<file path="src/rtl/mem_access_unit_pkg.sv">
// Shared opcodes, bus-width constants and FSM encoding for the MEM-stage access unit.
package mem_access_unit_pkg;

    localparam int unsigned RegBusW     = 32;  // RegisterBus
    localparam int unsigned RegAddrBusW = 5;   // RegisterAddressBus
    localparam int unsigned AluOpBusW   = 8;
    localparam int unsigned MemStallBit = 4;

    localparam logic [AluOpBusW-1:0] OpLb  = 8'b1110_0000;
    localparam logic [AluOpBusW-1:0] OpLbu = 8'b1110_0100;
    localparam logic [AluOpBusW-1:0] OpLh  = 8'b1110_0001;
    localparam logic [AluOpBusW-1:0] OpLhu = 8'b1110_0101;
    localparam logic [AluOpBusW-1:0] OpLw  = 8'b1110_0011;
    localparam logic [AluOpBusW-1:0] OpSb  = 8'b1110_1000;
    localparam logic [AluOpBusW-1:0] OpSh  = 8'b1110_1001;
    localparam logic [AluOpBusW-1:0] OpSw  = 8'b1110_1011;

    localparam logic Stop         = 1'b1;
    localparam logic NoStop       = 1'b0;
    localparam logic WriteDisable = 1'b0;
    localparam logic WriteEnable  = 1'b1;

    localparam logic [RegBusW-1:0] ZeroWord = '0;

    typedef enum logic [1:0] {
        StIdle      = 2'd0,
        StBusy      = 2'd1,
        StWaitStall = 2'd2
    } mem_state_e;

    // Access width in bytes; 0 for anything that is not a load or store.
    function automatic logic [2:0] access_bytes(input logic [AluOpBusW-1:0] op);
        logic [2:0] n;
        n = 3'd0;
        case (op)
            OpLb, OpLbu, OpSb: n = 3'd1;
            OpLh, OpLhu, OpSh: n = 3'd2;
            OpLw, OpSw:        n = 3'd4;
            default:           n = 3'd0;
        endcase
        return n;
    endfunction

endpackage

</file>
<file path="src/rtl/mem_lane_align.sv">
// Combinational big-endian byte-lane logic: select generation, store replication,
// load extract/extend and alignment check.
module mem_lane_align
    import mem_access_unit_pkg::*;
(
    input  logic [AluOpBusW-1:0] aluop,
    input  logic [1:0]           addr_lo,
    input  logic [RegBusW-1:0]   reg2,
    input  logic [RegBusW-1:0]   rdata,
    output logic                 is_mem,
    output logic                 is_load,
    output logic [3:0]           sel,
    output logic [RegBusW-1:0]   wdata,
    output logic [RegBusW-1:0]   load_data,
    output logic                 misalign
);

    logic [2:0]  nbytes;
    logic [3:0]  byte_sel;
    logic [7:0]  byte_val;
    logic [3:0]  half_sel;
    logic [15:0] half_val;

    always_comb begin
        byte_sel = 4'b0000;
        byte_val = 8'h00;
        unique case (addr_lo)
            2'b00: begin byte_sel = 4'b1000; byte_val = rdata[31:24]; end
            2'b01: begin byte_sel = 4'b0100; byte_val = rdata[23:16]; end
            2'b10: begin byte_sel = 4'b0010; byte_val = rdata[15:8];  end
            2'b11: begin byte_sel = 4'b0001; byte_val = rdata[7:0];   end
            default: ;
        endcase
        half_sel = addr_lo[1] ? 4'b0011 : 4'b1100;
        half_val = addr_lo[1] ? rdata[15:0] : rdata[31:16];
    end

    always_comb begin
        nbytes    = access_bytes(aluop);
        is_mem    = (nbytes != 3'd0);
        is_load   = 1'b0;
        sel       = 4'b0000;
        wdata     = ZeroWord;
        load_data = ZeroWord;
        misalign  = ((nbytes == 3'd2) && addr_lo[0]) || ((nbytes == 3'd4) && (addr_lo != 2'b00));

        case (aluop)
            OpLb: begin
                is_load   = 1'b1;
                sel       = byte_sel;
                load_data = {{24{byte_val[7]}}, byte_val};
            end
            OpLbu: begin
                is_load   = 1'b1;
                sel       = byte_sel;
                load_data = {24'h0, byte_val};
            end
            OpLh: begin
                is_load   = 1'b1;
                sel       = half_sel;
                load_data = {{16{half_val[15]}}, half_val};
            end
            OpLhu: begin
                is_load   = 1'b1;
                sel       = half_sel;
                load_data = {16'h0, half_val};
            end
            OpLw: begin
                is_load   = 1'b1;
                sel       = 4'b1111;
                load_data = rdata;
            end
            OpSb: begin
                sel   = byte_sel;
                wdata = {4{reg2[7:0]}};
            end
            OpSh: begin
                sel   = half_sel;
                wdata = {2{reg2[15:0]}};
            end
            OpSw: begin
                sel   = 4'b1111;
                wdata = reg2;
            end
            default: ;
        endcase
    end

endmodule

</file>
<file path="src/rtl/mem_access_unit.sv">
// MEM stage: passes ALU/HI-LO results to mem_wb and runs loads/stores over a req/ack bus.
// Optional bus watchdog and bus_err port enabled by defining MEM_BUS_TIMEOUT_EN.
module mem_access_unit
    import mem_access_unit_pkg::*;
#(
    parameter int unsigned ADDR_W         = 32,
    parameter int unsigned TIMEOUT_CYCLES = 16
) (
    input  logic                   clk,
    input  logic                   rst,
    input  logic [RegAddrBusW-1:0] ex_wd,
    input  logic                   ex_wreg,
    input  logic [RegBusW-1:0]     ex_wdata,
    input  logic [RegBusW-1:0]     ex_hi,
    input  logic [RegBusW-1:0]     ex_lo,
    input  logic                   ex_whilo,
    input  logic [AluOpBusW-1:0]   ex_aluop,
    input  logic [RegBusW-1:0]     ex_mem_addr,
    input  logic [RegBusW-1:0]     ex_reg2,
    input  logic [5:0]             stall,
    output logic [RegAddrBusW-1:0] mem_wd,
    output logic                   mem_wreg,
    output logic [RegBusW-1:0]     mem_wdata,
    output logic [RegBusW-1:0]     mem_hi,
    output logic [RegBusW-1:0]     mem_lo,
    output logic                   mem_whilo,
    output logic                   stallreq,
    output logic                   bus_req,
    output logic                   bus_we,
    output logic [ADDR_W-1:0]      bus_addr,
    output logic [3:0]             bus_sel,
    output logic [RegBusW-1:0]     bus_wdata,
    input  logic [RegBusW-1:0]     bus_rdata,
    input  logic                   bus_ack,
`ifdef MEM_BUS_TIMEOUT_EN
    output logic                   bus_err,
`endif
    output logic                   misalign
);

    mem_state_e         state_q, state_d;
    logic               bus_req_q, bus_req_d;
    logic               bus_we_q, bus_we_d;
    logic [ADDR_W-1:0]  bus_addr_q, bus_addr_d;
    logic [3:0]         bus_sel_q, bus_sel_d;
    logic [RegBusW-1:0] bus_wdata_q, bus_wdata_d;
    logic [RegBusW-1:0] rd_buf_q, rd_buf_d;
    logic               misalign_q, misalign_d;

    logic               la_is_mem, la_is_load, la_misalign;
    logic [3:0]         la_sel;
    logic [RegBusW-1:0] la_wdata, la_load_data, rdata_src;
    logic               mem_ok;
    logic               tmo_hit;
    logic               abort_q;

    // In WAIT_STALL the bus data is gone; extract from the captured word instead.
    assign rdata_src = (state_q == StWaitStall) ? rd_buf_q : bus_rdata;

    mem_lane_align u_lane_align (
        .aluop     (ex_aluop),
        .addr_lo   (ex_mem_addr[1:0]),
        .reg2      (ex_reg2),
        .rdata     (rdata_src),
        .is_mem    (la_is_mem),
        .is_load   (la_is_load),
        .sel       (la_sel),
        .wdata     (la_wdata),
        .load_data (la_load_data),
        .misalign  (la_misalign)
    );

    assign mem_ok = la_is_mem & ~la_misalign;

`ifdef MEM_BUS_TIMEOUT_EN
    localparam int unsigned CntW = $clog2(TIMEOUT_CYCLES + 1);

    logic [CntW-1:0] tmo_cnt_q, tmo_cnt_d;
    logic            abort_d;
    logic            bus_err_q;

    assign tmo_hit = (state_q == StBusy) && !bus_ack
                     && (tmo_cnt_q == CntW'(TIMEOUT_CYCLES - 1));

    always_comb begin
        tmo_cnt_d = tmo_cnt_q;
        abort_d   = abort_q;
        unique case (state_q)
            StIdle: begin
                tmo_cnt_d = '0;
                abort_d   = 1'b0;
            end
            StBusy: begin
                if (!bus_ack) begin
                    tmo_cnt_d = tmo_cnt_q + CntW'(1);
                end
                abort_d = tmo_hit;
            end
            default: ;
        endcase
    end

    always_ff @(posedge clk) begin
        if (rst) begin
            tmo_cnt_q <= '0;
            abort_q   <= 1'b0;
            bus_err_q <= 1'b0;
        end else begin
            tmo_cnt_q <= tmo_cnt_d;
            abort_q   <= abort_d;
            bus_err_q <= tmo_hit;
        end
    end

    assign bus_err = bus_err_q;
`else
    assign tmo_hit = 1'b0;
    assign abort_q = 1'b0;
`endif

    always_comb begin
        state_d     = state_q;
        bus_req_d   = bus_req_q;
        bus_we_d    = bus_we_q;
        bus_addr_d  = bus_addr_q;
        bus_sel_d   = bus_sel_q;
        bus_wdata_d = bus_wdata_q;
        rd_buf_d    = rd_buf_q;
        // Only fire once the misaligned op actually leaves MEM, so a held op pulses once.
        misalign_d  = la_is_mem && la_misalign && (state_q == StIdle)
                      && (stall[MemStallBit] == NoStop);

        unique case (state_q)
            StIdle: begin
                if (mem_ok) begin
                    state_d     = StBusy;
                    bus_req_d   = 1'b1;
                    bus_we_d    = ~la_is_load;
                    bus_addr_d  = {ex_mem_addr[ADDR_W-1:2], 2'b00};
                    bus_sel_d   = la_sel;
                    bus_wdata_d = la_wdata;
                end
            end
            StBusy: begin
                if (bus_ack || tmo_hit) begin
                    bus_req_d   = 1'b0;
                    bus_we_d    = 1'b0;
                    bus_addr_d  = '0;
                    bus_sel_d   = 4'b0000;
                    bus_wdata_d = ZeroWord;
                    rd_buf_d    = bus_ack ? bus_rdata : ZeroWord;
                    state_d     = (stall[MemStallBit] == Stop) ? StWaitStall : StIdle;
                end
            end
            StWaitStall: begin
                if (stall[MemStallBit] == NoStop) begin
                    state_d = StIdle;
                end
            end
            default: state_d = StIdle;
        endcase
    end

    always_ff @(posedge clk) begin
        if (rst) begin
            state_q     <= StIdle;
            bus_req_q   <= 1'b0;
            bus_we_q    <= 1'b0;
            bus_addr_q  <= '0;
            bus_sel_q   <= 4'b0000;
            bus_wdata_q <= ZeroWord;
            rd_buf_q    <= ZeroWord;
            misalign_q  <= 1'b0;
        end else begin
            state_q     <= state_d;
            bus_req_q   <= bus_req_d;
            bus_we_q    <= bus_we_d;
            bus_addr_q  <= bus_addr_d;
            bus_sel_q   <= bus_sel_d;
            bus_wdata_q <= bus_wdata_d;
            rd_buf_q    <= rd_buf_d;
            misalign_q  <= misalign_d;
        end
    end

    assign bus_req   = bus_req_q;
    assign bus_we    = bus_we_q;
    assign bus_addr  = bus_addr_q;
    assign bus_sel   = bus_sel_q;
    assign bus_wdata = bus_wdata_q;
    assign misalign  = misalign_q;

    always_comb begin
        mem_wd    = ex_wd;
        mem_wreg  = ex_wreg;
        mem_wdata = ex_wdata;
        mem_hi    = ex_hi;
        mem_lo    = ex_lo;
        mem_whilo = ex_whilo;
        stallreq  = 1'b0;

        if (la_is_mem) begin
            if (la_misalign) begin
                mem_wreg  = WriteDisable;
                mem_wdata = ZeroWord;
            end else begin
                unique case (state_q)
                    StIdle: begin
                        stallreq = 1'b1;
                        if (la_is_load) mem_wdata = ZeroWord;
                    end
                    StBusy: begin
                        if (bus_ack) begin
                            if (la_is_load) mem_wdata = la_load_data;
                        end else if (tmo_hit) begin
                            mem_wreg = WriteDisable;
                            if (la_is_load) mem_wdata = ZeroWord;
                        end else begin
                            stallreq = 1'b1;
                            if (la_is_load) mem_wdata = ZeroWord;
                        end
                    end
                    StWaitStall: begin
                        if (abort_q) begin
                            mem_wreg = WriteDisable;
                            if (la_is_load) mem_wdata = ZeroWord;
                        end else if (la_is_load) begin
                            mem_wdata = la_load_data;
                        end
                    end
                    default: ;
                endcase
            end
        end
    end

endmodule
</file>
<file path="config.mk">
export PLATFORM = sky130hd
export DESIGN_NAME = mem_access_unit
export DESIGN_NICKNAME = d
export VERILOG_FILES = /design/src/rtl/mem_access_unit_pkg.sv /design/src/rtl/mem_lane_align.sv /design/src/rtl/mem_access_unit.sv
export SDC_FILE = /design/constraint.sdc
export NUM_CORES = 1
export LEC_CHECK = 0
export ABC_AREA = 0
export CORE_AREA = 3 3 151 153
export CTS_CLUSTER_DIAMETER = 50
export CTS_CLUSTER_SIZE = 14
export DETAILED_ROUTE_END_ITERATION = 10
export DIE_AREA = 0 0 154 156
export PLACE_DENSITY = 0.72
export SLEW_MARGIN = 40
export SYNTH_ARGS = -nofsm -noshare
export SYNTH_HDL_FRONTEND = slang
export SYNTH_HIERARCHICAL = 1
export SYNTH_SLANG_ARGS = --single-unit
</file>
<file path="constraint.sdc">
create_clock -name clk -period 3.7 [get_ports clk]
set_input_delay 1.11 -clock clk [delete_from_list [all_inputs] [get_ports clk]]
set_output_delay 1.11 -clock clk [all_outputs]
set_load 0.01 [all_outputs]
</file>
==> results of run 1 <==
[per-stage QoR]
step | hold WS [ns] | instance area, um2 | TNS [ns]
2_1_floorplan | 0.434 | 5970 | -0.353
3_3_place_gp | 0.439 | 8400 | -36.18
3_5_place_dp | 0.445 | 8400 | -35.90
4_1_cts | 0.456 | 9020 | -12.50
5_1_grt | 0.475 | 9090 | -13.68
6_report | 0.457 | 9090 | -11.56
[power groups by stage]
stage / Sequential [mW] / Combinational [mW] / Clock, mW
2_1_floorplan: 1.15 / 0.235 / 0
3_3_place_gp: 1.14 / 0.436 / 0
3_5_place_dp: 1.14 / 0.438 / 0
4_1_cts: 1.12 / 0.439 / 1.02
5_1_grt: 1.12 / 0.471 / 1.05
6_report: 1.12 / 0.444 / 0.989
[routing by layer]
metal	global-route usage, %	share of wire, %	wire length [um]	up-vias
met2	35.8	51	12700	336
met1	22.0	37	9280	2853
met4	7.86	3.7	937	0
met3	5.08	8.4	2120	60
met5	0	0	0	-
li1	-	-	-	2721
[worst reg2reg max path, cell delays in order (launching register included)]
cell     delay [ns]
dfxtp_1        0.33
buf_4          0.18
nor4b_1        0.31
buf_4          0.17
nor3_4         0.04
buf_12         0.20
a22o_1         0.31
[logic make-up (layout without fill, tap and decap cells)]
logic type | count (synthesis) | in the layout | share of synthesized area, %
and+or+nand+nor | 160 | 160 | 13.6
DFF | 103 | 103 | 34.9
other | 1 | 2 | 0.0635
muxes | 49 | 49 | 9.37
AOI/OAI and AO/OA | 215 | 215 | 27.8
buffers and inverters | 135 | 347 | 14.2
[path summary, 6_finish.rpt]
kind | startpoint | to | slack (ns) | depth (start not counted)
min | rd_buf_q[25]$_SDFFE_PP0P_ | rd_buf_q[25]$_SDFFE_PP0P_ | 0.46 | 2
min reg2reg | rd_buf_q[25]$_SDFFE_PP0P_ | rd_buf_q[25]$_SDFFE_PP0P_ | 0.46 | 2
max | ex_aluop[1] | mem_wdata[22] | -0.40 | 9
max reg2reg | state_q[1]$_SDFFE_PP0P_ | bus_sel[2]$_SDFFE_PP0P_ | 2.06 | 6
[layout by cell type (no fill, tap or decap), types with 3 or more instances in the layout]
cell type	Yosys	final
nor2_1	27	25
nand2_1	82	81
buf_4	77	52
buf_12	0	6
and2_1	9	8
nor2b_1	10	9
buf_2	12	31
buf_6	4	27
inv_1	7	6
buf_16	0	6
a21oi_1	68	67
mux2_4	0	4
clkbuf_16	0	10
clkdlybuf4s50_1	0	195
a221o_1	14	14
a21o_4	0	6
a21o_2	16	10
nor3_4	0	3
mux2i_1	8	8
dfxtp_1	103	103
a22o_1	99	99
mux2_2	40	36
nand2b_1	10	9
[cells in the mapped netlist (all sizes together), types with 3 or more instances]
library cell	instances
dfxtp	103
nor2b	10
mux2	40
buf	97
clkbuf	31
a21boi	3
nand2	82
nor3	5
a221o	14
inv	7
and2	9
o21ai	5
mux2i	8
a21oi	68
a211oi	3
nand2b	11
a21o	16
nor4	4
nor2	27
a22o	99
[sequential cells by signal, indices dropped and copies added, names as in the netlist]
| register | count |
|---|---|
| bus_addr | 30 |
| misalign | 1 |
| bus_we | 1 |
| bus_wdata | 32 |
| bus_sel | 4 |
| bus_req | 1 |
| rd_buf_q | 32 |
| state_q | 2 |
[layout make-up]
class / count / area [um2]
Timing Repair Buffer: 324 / 3170
Inverter: 7 / 26.3
Tap cell: 280 / 350
Multi-Input combinational cell: 426 / 3190
Clock buffer: 9 / 225
Sequential cell: 103 / 2060
Clock inverter: 7 / 66.3
Fill cell: 2119 / 12600
[repair_timing]
| action | in CTS | in global routing |
|---|---|---|
| cloned | 6 | 1 |
| resized for setup | 237 | 16 |
| pin swaps | 34 | 23 |
| endpoints found under the setup margin | 34 | 34 |
| setup buffers | 21 | 7 |
==> results.py, run 1 <==
metrics = {
    "sta": {
        "slew_headroom_pct": 65.6,
        "timing.final.ws_setup_ns": -0.400,
        "post-route-min-period_ns": 4.10,
        "slew_violations": 0,
        "setup-violations-final": 33,
        "worst_slew_pin_slew_ns": 0.514,
        "final_hold_viol_count": 0,
        "max_freq_ghz": 0.244,
        "rsz0062_at_grt": "true",
        "clock_skew_ns": 0.00516,
        "fin_crit_sh_pct": 111,
    },
    "setup_path": {
        "slowest_delay_ns": 0.42,
        "critPathCaptureType": "output port",
        "arrival_ns": 2.99,
        "crit_family": "buffers and inverters",
        "startpoint_type": "primary input",
        "crit_fanout": 7,
        "critPathKind": "primary input to output port",
        "cp_num_buf_inv": 5,
        "cp_common_cell": "buf_6",
        "cp_cell_sequence": "dlygate4sd2_1, buf_6, or3_4, a2111oi_4, buf_8, buf_6, a21o_4, a22o_1, buf_2",
        "required_ns": 2.59,
        "cp_slowest_cell": "a2111oi_4",
    },
    "power": {
        "p_seq_share_pct": 43.8,
        "power_density_nw_per_um2": 281,
        "swShare_pct": 27.7,
        "p_leak_nw": 3.54,
        "p_clk_share_pct": 38.7,
        "power_mw": 2.55,
        "internal_power_mw": 1.84,
        "ir_worst_vdd_mv": 0.291,
        "switchingPower_uw": 707,
        "comb_power_share_pct": 17.4,
    },
    "clock_tree": {
        "clkSinkCount": 103,
        "cts_buffer_depth": 2,
        "cts_hold_buffers": 0,
        "clkLatencyLatePin_ns": 0.36,
        "path_clk_slew_ns": 0.08,
        "htreeDepth": 3,
        "cts_buffers": 9,
        "cts_tree": "done",
        "cts-root-buf": "clkbuf_16",
    },
    "detailed_routing": {
        "first_iter_violations": 432,
        "firstDrtPassIters": 5,
        "vias": 5970,
        "avgRoutedWirePerCell_um": 21.7,
        "viasPerCell": 5.16,
        "antenna_left": 0,
        "drc_errors": 0,
        "totalWireLength_um": 25100,
    },
    "synth": {
        "synth_warnings": 6,
        "ys_seq_area_share_pct": 34.9,
        "netlist_area_um2": 5900,
        "yosysTopAreaCell": "dfxtp_1",
        "ys_types": 47,
        "syn_area_per_cell_um2": 8.90,
        "synthTopCellsByArea": "dfxtp_1 35%, a22o_1 15%, buf_4 9.8%",
        "synthArstFlopShare_pct": 0,
        "syn_inst": 663,
        "ys_ff_latch": 103,
        "ys_dominant_reg_cell": "dfxtp_1",
        "synth_edf_count": 0,
        "synth.top_cell.area_share_pct": 34.9,
    },
    "global_route": {
        "antenna_found_initial": 0,
        "grt.total_usage_pct": 19.7,
        "gr-total-overflow": 0,
        "grt_pass1_wl_um": 36400,
        "grt_pass1_vias": 5814,
        "grt_max_degree": 68,
    },
    "floorplan": {
        "die_h_um": 156,
        "die_area_um2": 24000,
        "rows": 54,
        "start_util_pct": 27.2,
        "io-pin-count": 391,
        "core_um2": 21700,
        "dieWidth_um": 154,
    },
    "place": {
        "portBuffers": 243,
        "dp_cells": 1110,
        "hpwl_um": 17300,
        "pre_cts_ws_ns": -1.12,
        "gp_congestion": 0.895,
    },
    "hold_path": {
        "hold_path_class": "flip-flop to flip-flop",
    },
    "final_layout": {
        "drive_gt1_share_pct": 26.1,
        "area.growth.synth_to_final_pct": 54.0,
        "fin_nets": 1087,
        "fin_util_pct": 41.9,
        "fin_cells": 1156,
        "n_antenna_cell": 0,
    },
    "outcome": {
        "status": "finished with violations",
        "violations": "negative setup slack",
    },
    "run": {
        "cap_violations": 0,
    },
}
(Power assumes the default switching activity.)
==> inputs of run 2 (changes only) <==
==> constraint.sdc (replaced) <==
create_clock -name clk -period 3.7 [get_ports clk]
set_input_delay 0.74 -clock clk [delete_from_list [all_inputs] [get_ports clk]]
set_output_delay 0.74 -clock clk [all_outputs]
set_load 0.01 [all_outputs]
==> run 2 against run 1 <==
Against the previous run: the run now ends clean; utilization down 1.4 points; worst hold slack worse by 0.0012 ns; clock skew grew 0.0068 ns; first-iteration DRC count fell by 47%; critical path type unchanged; power shrank 1.7%; largest cell class unchanged; worst setup slack better by 0.47 ns; clock power shrank 2.4%.
==> results.py, run 2 (synthesis results as in run 1) <==
metrics = {
    "floorplan": {
        "die_area_um2": 24000,
        "io-pin-count": 391,
        "start_util_pct": 27.2,
        "die_h_um": 156,
        "rows": 54,
        "dieWidth_um": 154,
        "core_um2": 21700,
    },
    "final_layout": {
        "post-route-cell-area_um2": 8780,
        "fin_util_pct": 40.5,
        "drive_gt1_share_pct": 21.4,
        "area.growth.synth_to_final_pct": 48.8,
        "layout_common_cells": "197 x clkdlybuf4s50_1, 102 x dfxtp_1, 98 x a22o_1",
        "fin_cells": 1140,
        "fillCellCount": 2181,
        "fin_nets": 1070,
        "final_common_cell": "clkdlybuf4s50_1",
    },
    "sta": {
        "setup-violations-final": 0,
        "final_hold_viol_count": 0,
        "rsz0062_at_grt": "false",
        "tns_ns": 0,
        "worst_slew_pin_slew_ns": 0.505,
        "fin_crit_sh_pct": 98.2,
        "max_freq_ghz": 0.275,
        "post-route-min-period_ns": 3.63,
        "slew_headroom_pct": 65.8,
        "clock_skew_ns": 0.0120,
        "fin_hold_ws_ns": 0.456,
        "slew_violations": 0,
        "timing.final.ws_setup_ns": 0.0657,
    },
    "power": {
        "internal_power_mw": 1.83,
        "switchingPower_uw": 672,
        "ir_worst_vdd_mv": 0.184,
        "power_density_nw_per_um2": 285,
        "p_clk_share_pct": 38.5,
        "comb_power_share_pct": 16.9,
        "p_leak_nw": 3.42,
        "p_seq_share_pct": 44.6,
        "power_mw": 2.51,
        "swShare_pct": 26.8,
    },
    "clock_tree": {
        "cts-root-buf": "clkbuf_16",
        "cts_tree": "done",
        "clkSinkCount": 103,
        "path_clk_slew_ns": 0.08,
        "cts_buffer_depth": 2,
        "cts_hold_buffers": 0,
        "htreeDepth": 3,
        "clkLatencyLatePin_ns": 0.36,
        "cts_buffers": 9,
    },
    "detailed_routing": {
        "firstDrtPassIters": 4,
        "viasPerCell": 4.96,
        "first_iter_violations": 228,
        "drc_errors": 0,
        "avgRoutedWirePerCell_um": 19.7,
        "antenna_left": 0,
        "vias": 5655,
        "totalWireLength_um": 22400,
    },
    "hold_path": {
        "hold_path_class": "flip-flop to flip-flop",
    },
    "run": {
        "cap_violations": 0,
    },
    "place": {
        "placed_area_um2": 8370,
        "pre_cts_ws_ns": -0.474,
        "dp_cells": 1114,
        "gp_congestion": 0.892,
        "portBuffers": 243,
        "hpwl_um": 16800,
    },
    "setup_path": {
        "crit_fanout": 8,
        "cp_slowest_cell": "mux4_2",
        "cp_num_buf_inv": 3,
        "critPathCaptureType": "output port",
        "critPathKind": "primary input to output port",
        "crit_family": "multiplexers",
        "required_ns": 2.96,
        "slowest_delay_ns": 0.51,
        "startpoint_type": "primary input",
        "cp_cell_sequence": "dlygate4sd2_1, mux2_4, mux4_2, buf_4, and3_4, a221o_1, a22o_4, clkdlybuf4s15_1",
        "arrival_ns": 2.89,
    },
    "global_route": {
        "grt_pass1_vias": 5636,
        "antenna_found_initial": 2,
        "gr-total-overflow": 0,
        "grt_pass1_wl_um": 33500,
        "grt_max_degree": 68,
        "grt.total_usage_pct": 18.0,
    },
    "outcome": {
        "status": "finished clean",
    },
}
[run 2: final timing paths]
kind | from | endpoint | slack, ns | cells past startpoint
min reg2reg | rd_buf_q[16]$_SDFFE_PP0P_ | rd_buf_q[16]$_SDFFE_PP0P_ | 0.46 | 2
min | rd_buf_q[16]$_SDFFE_PP0P_ | rd_buf_q[16]$_SDFFE_PP0P_ | 0.46 | 2
max reg2reg | state_q[1]$_SDFFE_PP0P_ | bus_addr[7]$_SDFFE_PP0P_ | 1.99 | 5
max | bus_rdata[15] | mem_wdata[14] | 0.07 | 8
[run 2: cell type report]
type / instances / area, um2 / share of cell area, %
multi-input combinational: 426 / 3080 / 35.1
timing repair buffer: 307 / 2970 / 33.8
sequential: 103 / 2060 / 23.5
tap: 280 / 350 / 3.99
clock buffer: 9 / 225 / 2.56
clock inverter: 7 / 65.1 / 0.741
inverter: 7 / 26.3 / 0.299
antenna: 1 / 2.50 / 0.0285
[run 2: power by group through the flow]
stage	Clock [mW]	Combinational (mW)	Sequential (mW)
after global placement	0	0.427	1.14
final	0.965	0.423	1.12
after detailed placement	0	0.429	1.14
after global routing	1.05	0.452	1.12
after floorplan	0	0.232	1.15
after CTS	0.998	0.423	1.12
[run 2: repair_timing]
action | 4_1_cts | 5_1_grt
pin swaps | 10 | 1
gates resized for setup | 139 | 9
setup endpoints to repair | 33 | 27
buffers inserted | 7 | 1
gates cloned | 2 | 0
[run 2: layer usage]
metal / share of wire, % / wire [um] / vias up / global-route usage, %
met3: 8.6 / 1930 / 40 / 5.71
met2: 50 / 11200 / 247 / 32.5
li1: - / - / 2690 / -
met1: 39 / 8640 / 2676 / 20.0
met4: 2.8 / 626 / 2 / 5.93
met5: 0.031 / 7 / - / 0
[run 2: worst register-to-register path, cell delays in order (launching register included)]
cell	delay [ns]
dfxtp_1	0.34
buf_4	0.18
nor4b_1	0.50
nor3_4	0.08
buf_12	0.22
a22o_1	0.30
==> inputs of run 3 (changes only) <==
--- a/config.mk
+++ b/config.mk
@@ -6,12 +6,13 @@
 export NUM_CORES = 1
 export LEC_CHECK = 0
 export ABC_AREA = 0
-export CORE_AREA = 3 3 151 153
+export CORE_AREA = 2 2 154 156
 export CTS_CLUSTER_DIAMETER = 50
 export CTS_CLUSTER_SIZE = 14
 export DETAILED_ROUTE_END_ITERATION = 10
-export DIE_AREA = 0 0 154 156
-export PLACE_DENSITY = 0.72
+export DIE_AREA = 0 0 156 158
+export PLACE_DENSITY = 0.69
+export REMOVE_ABC_BUFFERS = 1
 export SLEW_MARGIN = 40
 export SYNTH_ARGS = -nofsm -noshare
 export SYNTH_HDL_FRONTEND = slang
==> constraint.sdc (replaced) <==
create_clock -name clk -period 3.2 [get_ports clk]
set_input_delay 0.64 -clock clk [delete_from_list [all_inputs] [get_ports clk]]
set_output_delay 0.64 -clock clk [all_outputs]
set_load 0.01 [all_outputs]
==> run 3 against run 2 <==
Against the previous run: final cell count up 3.7%; non-clock buffer count up 32; the flow now finishes with violations (negative setup slack); clock-buffer cell count unchanged.
==> results.py, run 3 (synthesis results as in run 1) <==
metrics = {
    "outcome": {
        "status": "finished with violations",
        "violations": "negative setup slack",
    },
    "sta": {
        "rsz0062_at_grt": "true",
        "timing.final.ws_setup_ns": -0.171,
        "final_hold_viol_count": 0,
        "fin_hold_ws_ns": 0.456,
        "clock_skew_ns": 0.00790,
        "setup-violations-final": 28,
        "slew_violations": 0,
        "slew_headroom_pct": 53.5,
        "fin_crit_sh_pct": 105,
        "post-route-min-period_ns": 3.37,
        "max_freq_ghz": 0.297,
        "worst_slew_pin_slew_ns": 0.695,
    },
    "floorplan": {
        "die_area_um2": 24600,
        "core_um2": 23100,
        "start_util_pct": 25.6,
        "dieWidth_um": 156,
        "die_h_um": 158,
        "io-pin-count": 391,
        "rows": 56,
    },
    "final_layout": {
        "fillCellCount": 2227,
        "final_common_cell": "clkdlybuf4s50_1",
        "drive_gt1_share_pct": 26.0,
        "fin_nets": 1102,
        "fin_util_pct": 39.9,
        "layout_common_cells": "195 x clkdlybuf4s50_1, 101 x dfxtp_1, 99 x a22o_1",
        "fin_cells": 1182,
        "area.growth.synth_to_final_pct": 56.0,
    },
    "power": {
        "power_mw": 2.95,
        "ir_worst_vdd_mv": 0.178,
        "power_density_nw_per_um2": 321,
        "p_leak_nw": 3.63,
    },
    "clock_tree": {
        "cts-root-buf": "clkbuf_16",
        "clkLatencyLatePin_ns": 0.35,
        "cts_buffers": 9,
        "cts_hold_buffers": 0,
        "path_clk_slew_ns": 0.08,
        "cts_tree": "done",
        "cts_buffer_depth": 2,
        "htreeDepth": 3,
        "clkSinkCount": 103,
    },
    "detailed_routing": {
        "avgRoutedWirePerCell_um": 23.2,
        "viasPerCell": 5.08,
        "drc_errors": 0,
        "firstDrtPassIters": 5,
        "vias": 6002,
        "antenna_left": 0,
        "first_iter_violations": 314,
        "totalWireLength_um": 27400,
    },
    "global_route": {
        "grt_pass1_vias": 5921,
        "grt_max_degree": 68,
        "gr-total-overflow": 0,
        "antenna_found_initial": 5,
        "grt_pass1_wl_um": 38600,
        "grt.total_usage_pct": 21.4,
    },
    "hold_path": {
        "hold_path_class": "flip-flop to flip-flop",
    },
    "place": {
        "dp_cells": 1127,
        "pre_cts_ws_ns": -0.666,
        "gp_congestion": 0.793,
        "hpwl_um": 19500,
        "portBuffers": 243,
    },
    "setup_path": {
        "startpoint_type": "flip-flop",
        "crit_fanout": 5,
        "critPathKind": "flip-flop to output port",
        "required_ns": 2.56,
        "arrival_ns": 2.73,
        "critPathCaptureType": "output port",
    },
    "run": {
        "cap_violations": 0,
    },
}
## run 3: cell count changes in the layout (fill, tap and decap cells not counted), sizes merged, moves of 2 or more
cell,previous run,this run
clkbuf,9,11
buf,78,129
dlymetal6s2s,3,1
clkdlybuf4s15,18,3
clkinv,3,1
dlygate4sd2,11,9
clkdlybuf4s50,197,195
## run 3: layer usage
| metal | share of wire, % | global-route usage [%] |
|---|---|---|
| met5 | 1.2 | 9.32 |
| met4 | 1.3 | 4.67 |
| met3 | 16 | 14.6 |
| met2 | 43 | 32.9 |
| met1 | 38 | 23.7 |
## run 3: path summary, 6_finish.rpt
path                             from                   endpoint  slack [ns]  cells after the start
max           state_q[0]$_SDFFE_PP0P_              mem_wdata[12]       -0.17                      9
min          rd_buf_q[2]$_SDFFE_PP0P_   rd_buf_q[2]$_SDFFE_PP0P_        0.46                      2
max reg2reg   state_q[0]$_SDFFE_PP0P_  bus_addr[13]$_SDFFE_PP0P_        1.42                      8
min reg2reg  rd_buf_q[2]$_SDFFE_PP0P_   rd_buf_q[2]$_SDFFE_PP0P_        0.46                      2
## run 3: where the power goes
group	switching, mW	internal [mW]
combinational	0.204	0.292
sequential	0.00448	1.29
clock	0.546	0.618
total	0.754	2.20
## run 3: final cells by class
cell class | count | area, um2 | share of cell area (%)
repair buffers | 339 | 3250 | 35.3
multi-input cells | 426 | 3200 | 34.7
flip-flops and latches | 103 | 2060 | 22.4
well taps | 290 | 363 | 3.94
clock buffers | 9 | 225 | 2.45
clock inverters | 7 | 78.8 | 0.856
inverters | 7 | 26.3 | 0.285
diodes | 1 | 2.50 | 0.0272
## run 3: critical path, stage by stage, from the launching register on
cell and delay, ns:
dfxtp_2 0.33, nand2b_4 0.18, mux2_4 0.32, mux4_2 0.53, and3_4 0.21, buf_6 0.13, buf_6 0.11, a221o_1 0.26
a22o_1 0.18, buf_2 0.13
## run 3: per-stage QoR
stage,setup TNS (ns),cell area (um2)
after global placement,-20.35,8470
after detailed placement,-20.92,8470
after global routing,-4.18,9210
final,-2.42,9210
after floorplan,-62.30,5090
after CTS,-4.05,9150
## run 3: timing repair
action / CTS / global route
gates cloned: 4 / 0
endpoints found under the setup margin: 34 / 33
setup buffers: 29 / 7
resized for setup: 208 / 20
pin swaps: 34 / 6
